`config.mk`:
```
export PLATFORM = sky130hd
export DESIGN_NAME = serial_add_sub_flat
export DESIGN_NICKNAME = d
export VERILOG_FILES = /design/src/rtl/serial_add_sub_if.sv /design/src/rtl/serial_add_sub.sv /design/src/flat_wrapper.sv
export SDC_FILE = /design/constraint.sdc
export NUM_CORES = 1
export LEC_CHECK = 0
export BUFFER_PORTS_ARGS = -buffer_cell sky130_fd_sc_hd__buf_4
export CAP_MARGIN = 5
export CORE_MARGIN = 2
export CORE_UTILIZATION = 49
export CTS_CLUSTER_DIAMETER = 50
export DETAILED_ROUTE_END_ITERATION = 6
export PLACE_DENSITY = 0.74
export SLEW_MARGIN = 20
export SYNTH_ARGS = -nofsm -noshare
export SYNTH_HDL_FRONTEND = slang
export SYNTH_SLANG_ARGS = --single-unit
```
`constraint.sdc`:
```
create_clock -name clk -period 1.58 [get_ports clk]
set_clock_uncertainty 0.05 [all_clocks]
set_input_delay 0.237 -clock clk [delete_from_list [all_inputs] [get_ports clk]]
set_output_delay 0.237 -clock clk [all_outputs]
set_load 0.02 [all_outputs]
```
`src/rtl/serial_add_sub_if.sv`:
```
// rtl/serial_add_sub_if.sv - start/busy/done bus for the bit-serial adder/subtractor
//
// Purpose: groups the request operands and the completion outputs of
//          serial_add_sub so a requester connects through one port.
// Signals:
//   start   request, sampled by the unit only when not busy
//   mode    0 = add (a+b), 1 = subtract (a-b)
//   a, b    WIDTH-bit operands, captured with start
//   busy    high while bits are being processed
//   done    one-cycle pulse when result and flags are valid
//   result  WIDTH-bit sum or difference
//   cout    add: carry out, sub: borrow out
//   ovf     two's complement overflow
//   zero    result == 0
// Modports: master drives the request, slave is the arithmetic unit.

interface serial_add_sub_if #(
    parameter int WIDTH = 8
) ();
    logic             start;
    logic             mode;
    logic [WIDTH-1:0] a;
    logic [WIDTH-1:0] b;
    logic             busy;
    logic             done;
    logic [WIDTH-1:0] result;
    logic             cout;
    logic             ovf;
    logic             zero;

    modport master (
        output start, mode, a, b,
        input  busy, done, result, cout, ovf, zero
    );

    modport slave (
        input  start, mode, a, b,
        output busy, done, result, cout, ovf, zero
    );
endinterface

```
`src/rtl/serial_add_sub.sv`:
```
// rtl/serial_add_sub.sv - bit-serial N-bit adder/subtractor, one bit per clock, LSB first
//
// Purpose: computes a+b or a-b through a single full-add/full-subtract slice
//          with a registered carry/borrow. An operation takes WIDTH cycles in
//          RUN followed by a one-cycle DONE; a new start is accepted in IDLE
//          or DONE, giving one operation every WIDTH+1 cycles back to back.
// Ports:
//   clk     rising-edge clock
//   rst_n   asynchronous active-low reset; aborts any operation in flight
//   bus     serial_add_sub_if slave: start/mode/a/b in, busy/done/result/
//           cout/ovf/zero out

module serial_add_sub #(
    parameter int WIDTH = 8,
    parameter int CNT_W = $clog2(WIDTH + 1)
) (
    input  logic                clk,
    input  logic                rst_n,
    serial_add_sub_if.slave     bus
);

    typedef enum logic [1:0] {
        IDLE = 2'd0,
        RUN  = 2'd1,
        DONE = 2'd2
    } state_t;

    state_t           state;

    // Operand shift registers: bit i sits at position 0 during step i.
    logic [WIDTH-1:0] sh_a;
    logic [WIDTH-1:0] sh_b;
    // The shift registers lose their MSBs, so the sign bits are kept for ovf.
    logic             a_msb;
    logic             b_msb;
    logic             sub_q;
    logic             carry;
    logic [CNT_W-1:0] cnt;
    // Result bits accumulate here so the visible result only changes at completion.
    logic [WIDTH-1:0] acc;

    logic             busy_q;
    logic             done_q;
    logic [WIDTH-1:0] result_q;
    logic             cout_q;
    logic             ovf_q;
    logic             zero_q;

    logic             ai;
    logic             bi;
    logic             sum_bit;
    logic             carry_next;
    logic [WIDTH-1:0] acc_next;
    logic             last_bit;
    logic             ovf_next;

    always_comb begin
        ai       = sh_a[0];
        bi       = sh_b[0];
        // Sum and difference bits are the same three-input xor.
        sum_bit  = ai ^ bi ^ carry;
        if (sub_q) begin
            carry_next = (~ai & bi) | (carry & ~(ai ^ bi));
        end else begin
            carry_next = (ai & bi) | (carry & (ai ^ bi));
        end
        // Each new bit enters from the MSB side; after WIDTH shifts bit 0 is at the LSB.
        acc_next = {sum_bit, acc[WIDTH-1:1]};
        last_bit = (cnt == CNT_W'(WIDTH - 1));
        // On the last step sum_bit is the result MSB.
        if (sub_q) begin
            ovf_next = (a_msb != b_msb) && (sum_bit != a_msb);
        end else begin
            ovf_next = (a_msb == b_msb) && (sum_bit != a_msb);
        end
    end

    always_ff @(posedge clk or negedge rst_n) begin
        if (!rst_n) begin
            state    <= IDLE;
            sh_a     <= '0;
            sh_b     <= '0;
            a_msb    <= 1'b0;
            b_msb    <= 1'b0;
            sub_q    <= 1'b0;
            carry    <= 1'b0;
            cnt      <= '0;
            acc      <= '0;
            busy_q   <= 1'b0;
            done_q   <= 1'b0;
            result_q <= '0;
            cout_q   <= 1'b0;
            ovf_q    <= 1'b0;
            zero_q   <= 1'b0;
        end else begin
            case (state)
                IDLE, DONE: begin
                    done_q <= 1'b0;
                    if (bus.start) begin
                        sh_a   <= bus.a;
                        sh_b   <= bus.b;
                        a_msb  <= bus.a[WIDTH-1];
                        b_msb  <= bus.b[WIDTH-1];
                        sub_q  <= bus.mode;
                        carry  <= 1'b0;
                        cnt    <= '0;
                        acc    <= '0;
                        busy_q <= 1'b1;
                        state  <= RUN;
                    end else begin
                        state  <= IDLE;
                    end
                end

                RUN: begin
                    // start is ignored here; the operation in flight is untouched.
                    sh_a  <= sh_a >> 1;
                    sh_b  <= sh_b >> 1;
                    carry <= carry_next;
                    acc   <= acc_next;
                    cnt   <= cnt + CNT_W'(1);
                    if (last_bit) begin
                        state    <= DONE;
                        busy_q   <= 1'b0;
                        done_q   <= 1'b1;
                        result_q <= acc_next;
                        cout_q   <= carry_next;
                        ovf_q    <= ovf_next;
                        zero_q   <= (acc_next == '0);
                    end
                end

                default: begin
                    state  <= IDLE;
                    busy_q <= 1'b0;
                    done_q <= 1'b0;
                end
            endcase
        end
    end

    assign bus.busy   = busy_q;
    assign bus.done   = done_q;
    assign bus.result = result_q;
    assign bus.cout   = cout_q;
    assign bus.ovf    = ovf_q;
    assign bus.zero   = zero_q;

endmodule

```
`src/flat_wrapper.sv`:
```
// flat-port wrapper written by rule: the top's interface ports become plain ports
module serial_add_sub_flat 
#(
    parameter int WIDTH = 8,
    parameter int CNT_W = $clog2(WIDTH + 1)
)
  (clk, rst_n, bus_start, bus_mode, bus_a, bus_b, bus_busy, bus_done, bus_result, bus_cout, bus_ovf, bus_zero);
  serial_add_sub_if #(.WIDTH(WIDTH)) bus_i ();
  input  logic clk;
  input  logic rst_n;
  input wire logic [$bits(bus_i.start)-1:0] bus_start;
  input wire logic [$bits(bus_i.mode)-1:0] bus_mode;
  input wire logic [$bits(bus_i.a)-1:0] bus_a;
  input wire logic [$bits(bus_i.b)-1:0] bus_b;
  output wire logic [$bits(bus_i.busy)-1:0] bus_busy;
  output wire logic [$bits(bus_i.done)-1:0] bus_done;
  output wire logic [$bits(bus_i.result)-1:0] bus_result;
  output wire logic [$bits(bus_i.cout)-1:0] bus_cout;
  output wire logic [$bits(bus_i.ovf)-1:0] bus_ovf;
  output wire logic [$bits(bus_i.zero)-1:0] bus_zero;
  assign bus_i.start = bus_start;
  assign bus_i.mode = bus_mode;
  assign bus_i.a = bus_a;
  assign bus_i.b = bus_b;
  assign bus_busy = bus_i.busy;
  assign bus_done = bus_i.done;
  assign bus_result = bus_i.result;
  assign bus_cout = bus_i.cout;
  assign bus_ovf = bus_i.ovf;
  assign bus_zero = bus_i.zero;
  serial_add_sub #(.WIDTH(WIDTH), .CNT_W(CNT_W)) u_core (.clk(clk), .rst_n(rst_n), .bus(bus_i));
endmodule
```
After elaboration in Yosys (flattened, before gate mapping)
Cells that the tools add are included.
{"block": "classes", "add_sub_neg": 1, "eq_ne": 8, "mux": 20, "n_bitwise": 10, "reduce_logical": 10}
{"operator": "8-bit case mux with 2 select lines", "n": 3}
{"operator": "8-bit two-way mux", "n": 3}
{"operator": "8-bit logical NOT", "n": 1}
{"operator": "1-bit two-way mux", "n": 8}
{"operator": "4-bit case mux with 2 select lines", "n": 1}
{"operator": "2-bit AND reduction", "n": 4}
{"operator": "4-bit by 1-bit adder with 4-bit output, second input constant", "n": 1}
{"operator": "1-bit bitwise AND", "n": 4}
{"operator": "4-bit by 3-bit == test with 1-bit output, second input constant", "n": 1}
{"operator": "4-bit two-way mux", "n": 1}
{"operator": "1-bit case mux with 2 select lines", "n": 2}
{"operator": "2-bit case mux with 2 select lines", "n": 1}
{"operator": "2-bit by 1-bit == test with 1-bit output, second input constant", "n": 1}
{"operator": "2-bit == test, second input constant", "n": 1}
{"operator": "1-bit logical AND", "n": 2}
{"operator": "2-bit logical NOT", "n": 1}
{"operator": "2-bit two-way mux", "n": 1}
{"operator": "1-bit inequality test", "n": 2}
{"operator": "2-bit by 1-bit inequality test with 1-bit output, second input constant", "n": 1}
{"operator": "2-bit inequality test, second input constant", "n": 1}
{"operator": "1-bit NOT", "n": 2}
{"operator": "1-bit bitwise OR", "n": 2}
{"operator": "2-bit nonzero test", "n": 1}
{"operator": "2-bit OR reduction", "n": 1}
{"operator": "2 further kinds", "n": 3}
{"block": "totals", "ff_bits": 47, "in_bits": 20, "out_inout_bits": 13}

Longest topological paths before layout
Gate-level depths: netlist of run 1.
{"block": "depth", "depth_word": 6, "ltp_mapped": 5, "depth_no_buf": 5}

Least setup slack after synthesis of run 1
Ideal clock, no wire load.
{"block": "synth_timing", "path_type": "register -> register", "from": "register u_core.sh_b[0]", "to": "register u_core.ovf_q, in the netlist u_core.bus.ovf", "setup_ns": 0.125, "arrival_time_ns": 1.418, "required_time_ns": 1.405, "path_slack_ns": -0.012, "stages_incl_launch_ff": 6, "path_buffers": 0, "path_cell_list": "dfrtp_1 inv_1 fa_1 nand2b_1 mux2i_1 mux2_2"}
{"block": "synth_between", "elab_chain_cells": 5, "word_cells_on_any_way": 6}
{"item": "start, declared", "line_no": "serial_add_sub.sv:32", "text": "logic [WIDTH-1:0] sh_b;"}
{"item": "start signal, assigned", "line_no": "serial_add_sub.sv:101", "text": "sh_b <= bus.b;"}
{"item": "start signal, assigned", "line_no": "serial_add_sub.sv:118", "text": "sh_b <= sh_b >> 1;"}
{"item": "1-bit XOR * (2 in series)", "line_no": "serial_add_sub.sv:61", "text": "sum_bit = ai ^ bi ^ carry;"}
{"item": "named net u_core.sum_bit", "line_no": "serial_add_sub.sv:51", "text": "logic sum_bit;"}
{"item": "1-bit inequality test *", "line_no": "serial_add_sub.sv:72, serial_add_sub.sv:74"}
{"item": "1-bit logical AND (on tied branches)", "line_no": "serial_add_sub.sv:74, serial_add_sub.sv:72"}
{"item": "1-bit two-way mux *", "line_no": "serial_add_sub.sv:71", "text": "if (sub_q) begin"}
{"item": "end signal, assigned", "line_no": "serial_add_sub.sv:128", "text": "ovf_q <= ovf_next;"}
{"item": "end, declared", "line_no": "serial_add_sub.sv:46", "text": "logic ovf_q;"}
Mark *: on every way through the listed nets, which the timed path passes. The rest lies on a longest branch.
A chain may end at the register's enable or synchronous reset.

Final worst setup path of run 1
Same ends and word-level chain as after synthesis.

==> results.json, run 1 <==
{
  "number_of_storage_elements_in_the_synthesis_netlist": 45,
  "clock_tree.buffer_depth": 2,
  "pwr-share-clk_pct": 15.0,
  "critPathLaunchType": "flip-flop",
  "port-buffer-count": 32,
  "avgSynthCellArea_um2": 13.8,
  "initial_utilization_pct": 51.7,
  "intPower_mw": 3.31,
  "crit_fanout": 4,
  "tritoncts": "done",
  "worstMarginPinSlew_ns": 0.546,
  "p_per_area_nw_per_um2": 2090,
  "routed-via-count": 1263,
  "p_seq_share_pct": 39.9,
  "final_instance_area_um2": 2410,
  "synth_area_leader_cell": "sky130_fd_sc_hd__dfrtp_1",
  "netSwitchingPower_mw": 1.73,
  "syn-num-nets": 161,
  "grt_setup_unrepaired": "yes",
  "peakVddDrop_v": 0.000886,
  "hold_violations": 0,
  "netlist_instances": 138,
  "design.final.nets": 202,
  "fp.dieH_um": 66.4,
  "gpl.final_weighted_congestion": 0.754,
  "critPathCaptureType": "flip-flop",
  "ant_nets": 0,
  "pin_count_of_the_biggest_net_entering_global_routing": 46,
  "hold_path_class": "in2reg",
  "power_switching_share_pct": 34.3,
  "cts-htree-levels": 2,
  "post_route_cells_drive_above_1_share_pct": 36.7,
  "core_region_area_um2": 3690,
  "detailed_place_hpwl_um": 2320,
  "num_antenna_cells": 0,
  "seq_total_area_yosys_pct": 59.1,
  "totalNegativeSetupSlack_ns": -0.0468,
  "root_buffer": "sky130_fd_sc_hd__clkbuf_8",
  "cp.arrival_ns": 1.76,
  "track_usage_pct": 18.6,
  "finalWirelength_um": 3490,
  "netlist_area_um2": 1910,
  "max_clock_freq_mhz": 615,
  "globalRouteOverflowTotal": 0,
  "route.detailed.drc": 0,
  "worst_setup_hold_path_clk_slew_ns": 0.08,
  "run_status": "finished, violations left",
  "rows": 22,
  "grt_pass1_wl_um": 6000,
  "slew_violations": 0,
  "io-pin-count": 33,
  "antenna_found_initial": 0,
  "place_area_um2": 2250,
  "netlist-cell-type-count": 26,
  "synth_area_leaders": "sky130_fd_sc_hd__dfrtp_1, sky130_fd_sc_hd__a22o_1, sky130_fd_sc_hd__a21o_1, sky130_fd_sc_hd__mux2_1, sky130_fd_sc_hd__mux2_2",
  "period_utilization_pct": 103,
  "clock-sinks": 45,
  "area_growth_from_synthesis_to_layout_pct": 26.2,
  "fin_crit_ns": 1.63,
  "critical_path_required_ns": 1.72,
  "count_of_tritonroute_iterations_in_the_first_routing_pass": 4,
  "violated_checks": "setup timing",
  "p_leak_nw": 1.23,
  "route.detailed.vias_per_inst": 5.54,
  "relSlewSlack_pct": 63.6,
  "yosysTopAreaCellShare_pct": 59.1,
  "die_w_um": 66.4,
  "dieArea_um2": 4410,
  "clock_insertion_delay_worst_skew_ns": 0.30,
  "drv_cap": 0,
  "detailedRoute.firstIterationViolations": 67,
  "timing.final.setup_violations": 1,
  "type_of_the_worst_setup_path": "reg2reg",
  "fin_worst_hold_slack_ns": 0.122,
  "final.setup.worst_slack_ns": -0.0468,
  "yosysWarningCount": 0,
  "pwr-share-comb_pct": 45.1,
  "grt_pass1_vias": 1281,
  "power.total_mw": 5.04,
  "post_drt_wl_per_cell_um": 15.3,
  "number_of_clock_buffers_inserted_by_tritoncts": 5
}
-- placed cells by master, fill, tap and decap left out, types with 3 or more instances in the layout --
master / instances
sky130_fd_sc_hd__mux2_1: 7
sky130_fd_sc_hd__a21o_1: 14
sky130_fd_sc_hd__clkbuf_8: 7
sky130_fd_sc_hd__mux2_2: 6
sky130_fd_sc_hd__dfrtp_1: 45
sky130_fd_sc_hd__mux2i_1: 5
sky130_fd_sc_hd__buf_12: 3
sky130_fd_sc_hd__buf_4: 39
sky130_fd_sc_hd__a22o_1: 25
sky130_fd_sc_hd__nand2b_1: 3
-- state kept, by name (all words and copies together), names as in the netlist --
name and cells:
u_core.bus.done 1, u_core.acc 7, u_core.state 1, u_core.cnt 4, u_core.bus.ovf 1, u_core.bus.busy 1, u_core.bus.zero 1, u_core.sh_b 8
u_core.b_msb 1, u_core.bus.result 8, u_core.a_msb 1, u_core.sub_q 1, u_core.sh_a 8, u_core.bus.cout 1, u_core.carry 1
-- synth_stat cells --
master / instances
sky130_fd_sc_hd__dfrtp_1: 45
sky130_fd_sc_hd__a22o_1: 25
sky130_fd_sc_hd__a21o_1: 14
sky130_fd_sc_hd__mux2_1: 8
sky130_fd_sc_hd__buf_2: 7
sky130_fd_sc_hd__mux2_2: 6
sky130_fd_sc_hd__mux2i_1: 5
sky130_fd_sc_hd__inv_1: 4
sky130_fd_sc_hd__nand2b_1: 3
sky130_fd_sc_hd__fa_1: 2
sky130_fd_sc_hd__nand3b_1: 2
sky130_fd_sc_hd__nor2b_1: 2
sky130_fd_sc_hd__nor4_1: 2
sky130_fd_sc_hd__a221o_1: 1
sky130_fd_sc_hd__and4b_1: 1
sky130_fd_sc_hd__buf_6: 1
sky130_fd_sc_hd__clkbuf_1: 1
sky130_fd_sc_hd__ha_1: 1
sky130_fd_sc_hd__nand2_1: 1
sky130_fd_sc_hd__nand4_1: 1
sky130_fd_sc_hd__nor2_1: 1
sky130_fd_sc_hd__nor2_2: 1
sky130_fd_sc_hd__nor2b_4: 1
sky130_fd_sc_hd__nor3_1: 1
sky130_fd_sc_hd__o21ai_0: 1
sky130_fd_sc_hd__xnor2_1: 1
-- what timing repair did --
action                                  CTS  global route
setup buffers                             1             1
cloned                                    0             0
gates resized for setup                   3             6
endpoints found under the setup margin    3            15
hold endpoints to repair                 45             0
hold buffers                              1             0
pin swaps                                 1             2
-- stage by stage --
step	setup slack (ns)	utilization [%]	instances
finish	-0.0468	65.2	228
global route	-0.0976	65.2	228
CTS	-0.0465	64.5	227
detailed placement	-0.0641	61.1	217
global placement	0.0121	61.1	217
floorplan	-0.0124	-	138
-- layout make-up --
class	instances	area, µm²
Inverter	4	15.0
Tap cell	48	60.1
Clock inverter	1	5.00
Multi-Input combinational cell	80	741
Timing Repair Buffer	43	363
Fill cell	301	1280
Sequential cell	45	1130
Clock buffer	7	96.3
-- worst paths after layout --
check,cells after the start,start,endpoint,slack [ns]
max in group asynchronous,2,rst_n,u_core.sh_a[6]$_DFFE_PN0P_,0.69
min in group asynchronous,2,rst_n,u_core.acc[2]$_DFFE_PN0P_,0.41
worst min-delay path,2,bus_mode,u_core.sub_q$_DFFE_PN0P_,0.12
worst max register to register,5,u_core.sh_b[0]$_DFFE_PN0P_,u_core.bus.ovf$_DFFE_PN0P_,-0.05
worst max-delay path,5,u_core.sh_b[0]$_DFFE_PN0P_,u_core.bus.ovf$_DFFE_PN0P_,-0.05
worst min register to register,1,u_core.sh_a[2]$_DFFE_PN0P_,u_core.sh_a[2]$_DFFE_PN0P_,0.43
-- power by group through the flow --
stage	clock (mW)	combinational, mW	sequential [mW]
detailed placement	0	2.18	2.02
floorplan	0	1.32	2.10
global placement	0	2.09	1.99
global route	0.844	2.47	2.07
CTS	0.779	2.25	2.00
finish	0.755	2.27	2.01
-- worst max-delay path: stages, from the launching register on --
cell	delay, ns
sky130_fd_sc_hd__dfrtp_1	0.38
sky130_fd_sc_hd__inv_2	0.06
sky130_fd_sc_hd__fa_2	0.60
sky130_fd_sc_hd__nand2b_1	0.11
sky130_fd_sc_hd__mux2i_1	0.06
sky130_fd_sc_hd__mux2_2	0.26
-- cells by family (layout without fill, tap and decap cells) --
logic type / after synthesis / in the layout / share of synthesized area [%]
muxes: 19 / 19 / 10.9
adders and majority gates: 3 / 3 / 2.76
AOI/OAI and AO/OA: 41 / 41 / 17.8
xor gates and xnor gates: 1 / 1 / 0.459
buffers and inverters: 13 / 55 / 3.41
DFF: 45 / 45 / 59.1
and+or+nand+nor: 16 / 16 / 5.64
-- layer usage --
layer | wire (µm) | GRT usage [%] | vias up
met5 | 0 | 0 | -
met4 | 48 | 6.12 | 0
met3 | 172 | 5.62 | 5
met2 | 1800 | 31.1 | 31
met1 | 1480 | 22.9 | 636
li1 | - | - | 591
Power figures use the tool's default switching activity.
==> run 2, diff against run 1 <==
CORE_MARGIN = 5   (was 2)
==> results.json, run 2 (same netlist as run 1, synthesis figures left out) <==
{
  "worst_path_largest_cell_delay_ns": 0.60,
  "initial_utilization_pct": 51.3,
  "route.detailed.vias_per_inst": 5.52,
  "peakVddDrop_v": 0.00100,
  "critPathCaptureType": "flip-flop",
  "pin_count_of_the_biggest_net_entering_global_routing": 46,
  "root_buffer": "sky130_fd_sc_hd__clkbuf_8",
  "detailedRoute.firstIterationViolations": 114,
  "pwr-share-clk_pct": 13.8,
  "run_status": "finished, violations left",
  "clock_tree.buffer_depth": 2,
  "port-buffer-count": 32,
  "most-common-layout-cells": "sky130_fd_sc_hd__dfrtp_1, sky130_fd_sc_hd__buf_4, sky130_fd_sc_hd__a22o_1",
  "io-pin-count": 33,
  "route.detailed.drc": 0,
  "rows": 22,
  "crit_fanout": 4,
  "detailed_place_hpwl_um": 2410,
  "pwr-share-comb_pct": 44.2,
  "power_switching_share_pct": 35.0,
  "slew_violations": 0,
  "die_w_um": 72.4,
  "hold_path_class": "in2reg",
  "routed-via-count": 1243,
  "count_of_tritonroute_iterations_in_the_first_routing_pass": 4,
  "critical_path.cell_chain": "inv_2, fa_2, nand2b_1, mux2i_1, mux2_4",
  "critical_path_required_ns": 1.71,
  "p_seq_share_pct": 42.0,
  "final_common_cell": "sky130_fd_sc_hd__dfrtp_1",
  "type_of_the_worst_setup_path": "reg2reg",
  "drv_cap": 0,
  "worst_setup_hold_path_clk_slew_ns": 0.07,
  "slowest_stage": "sky130_fd_sc_hd__fa_2",
  "wl_met1_um": 1530,
  "clock_insertion_delay_worst_skew_ns": 0.29,
  "design.final.nets": 199,
  "met2RoutedLength_um": 1710,
  "relSlewSlack_pct": 62.2,
  "track_usage_pct": 15.2,
  "p_leak_nw": 1.20,
  "number_of_clock_buffers_inserted_by_tritoncts": 5,
  "post_drt_wl_per_cell_um": 15.6,
  "p_per_area_nw_per_um2": 2050,
  "power.total_mw": 4.76,
  "finalWirelength_um": 3520,
  "cp.arrival_ns": 1.74,
  "hold_violations": 0,
  "ant_nets": 0,
  "grt_pass1_wl_um": 6070,
  "max_clock_freq_mhz": 621,
  "antenna_found_initial": 0,
  "critical_path.n_buffers_inverters": 1,
  "fin_worst_hold_slack_ns": 0.127,
  "globalRouteOverflowTotal": 0,
  "critPathLaunchType": "flip-flop",
  "worst_path_dominant_cell_family": "adder cells",
  "area_growth_from_synthesis_to_layout_pct": 22.0,
  "netSwitchingPower_mw": 1.67,
  "violated_checks": "setup timing",
  "grt_pass1_vias": 1302,
  "cts-htree-levels": 2,
  "grt_setup_unrepaired": "yes",
  "met3_wirelength_um": 235,
  "worstMarginPinSlew_ns": 0.565,
  "clock-sinks": 45,
  "timing.final.setup_violations": 1,
  "dp_worst_setup_slack_ns": -0.0999,
  "top_signal_layer_used": "met4",
  "tritoncts": "done",
  "num_antenna_cells": 0,
  "fin_crit_ns": 1.61,
  "num-fill-cells": 297,
  "period_utilization_pct": 102,
  "gpl.final_weighted_congestion": 0.756,
  "core_region_area_um2": 3720,
  "fp.dieH_um": 72.4,
  "dieArea_um2": 5240,
  "final.setup.worst_slack_ns": -0.0295,
  "intPower_mw": 3.09,
  "post_route_cells_drive_above_1_share_pct": 31.1
}
run 2: layer usage:
metal / up-vias / track usage, %
li1: 579 / -
met1: 621 / 18.9
met2: 36 / 24.3
met3: 7 / 5.82
met4: 0 / 5.33
met5: - / 0
run 2: final cells by class:
cell class	instances	area [µm²]	area share, %
Timing Repair Buffer	40	319	13.7
Multi-Input combinational cell	80	727	31.2
Clock buffer	8	80.1	3.44
Sequential cell	45	1130	48.4
Tap cell	48	60.1	2.58
Inverter	4	15.0	0.645
run 2: power groups by stage:
| stage | Combinational (mW) | Sequential, mW | Clock (mW) |
|---|---|---|---|
| after floorplan | 1.32 | 2.10 | 0 |
| after global placement | 1.98 | 1.98 | 0 |
| after detailed placement | 2.07 | 2.02 | 0 |
| after CTS | 2.12 | 1.99 | 0.681 |
| after global routing | 2.31 | 2.06 | 0.733 |
| final | 2.10 | 2.00 | 0.657 |
run 2: worst register-to-register path: stages, from the launching register on:
cell and delay, ns:
sky130_fd_sc_hd__dfrtp_1 0.37, sky130_fd_sc_hd__inv_2 0.06, sky130_fd_sc_hd__fa_2 0.60, sky130_fd_sc_hd__nand2b_1 0.11, sky130_fd_sc_hd__mux2i_1 0.06, sky130_fd_sc_hd__mux2_4 0.26
run 2: metrics by stage:
stage	cell area (µm²)	cells	util, %	setup TNS, ns
finish	2330	225	62.6	-0.0295
global route	2330	225	62.6	-0.200
CTS	2320	225	62.5	-0.0412
detailed placement	2210	215	59.6	-1.09
global placement	2210	215	59.6	-0.0986
floorplan	1910	138	-	-0.0124
run 2: worst paths after layout:
check / from / end / slack (ns) / depth (start not counted)
min in group asynchronous: rst_n / u_core.bus.result[2]$_DFFE_PN0P_ / 0.42 / 2
max in group asynchronous: rst_n / u_core.sh_b[4]$_DFFE_PN0P_ / 0.69 / 2
worst min-delay path: bus_b[0] / u_core.sh_b[0]$_DFFE_PN0P_ / 0.13 / 2
worst min register to register: u_core.sh_a[2]$_DFFE_PN0P_ / u_core.sh_a[2]$_DFFE_PN0P_ / 0.43 / 1
worst max-delay path: u_core.sh_b[0]$_DFFE_PN0P_ / u_core.bus.ovf$_DFFE_PN0P_ / -0.03 / 5
worst max register to register: u_core.sh_b[0]$_DFFE_PN0P_ / u_core.bus.ovf$_DFFE_PN0P_ / -0.03 / 5
run 2: what timing repair did:
item	in CTS	in global routing
pin swaps	1	1
hold endpoints to repair	45	0
setup buffers	1	0
setup endpoints to repair	27	9
resized for setup	4	2
hold buffers	1	0
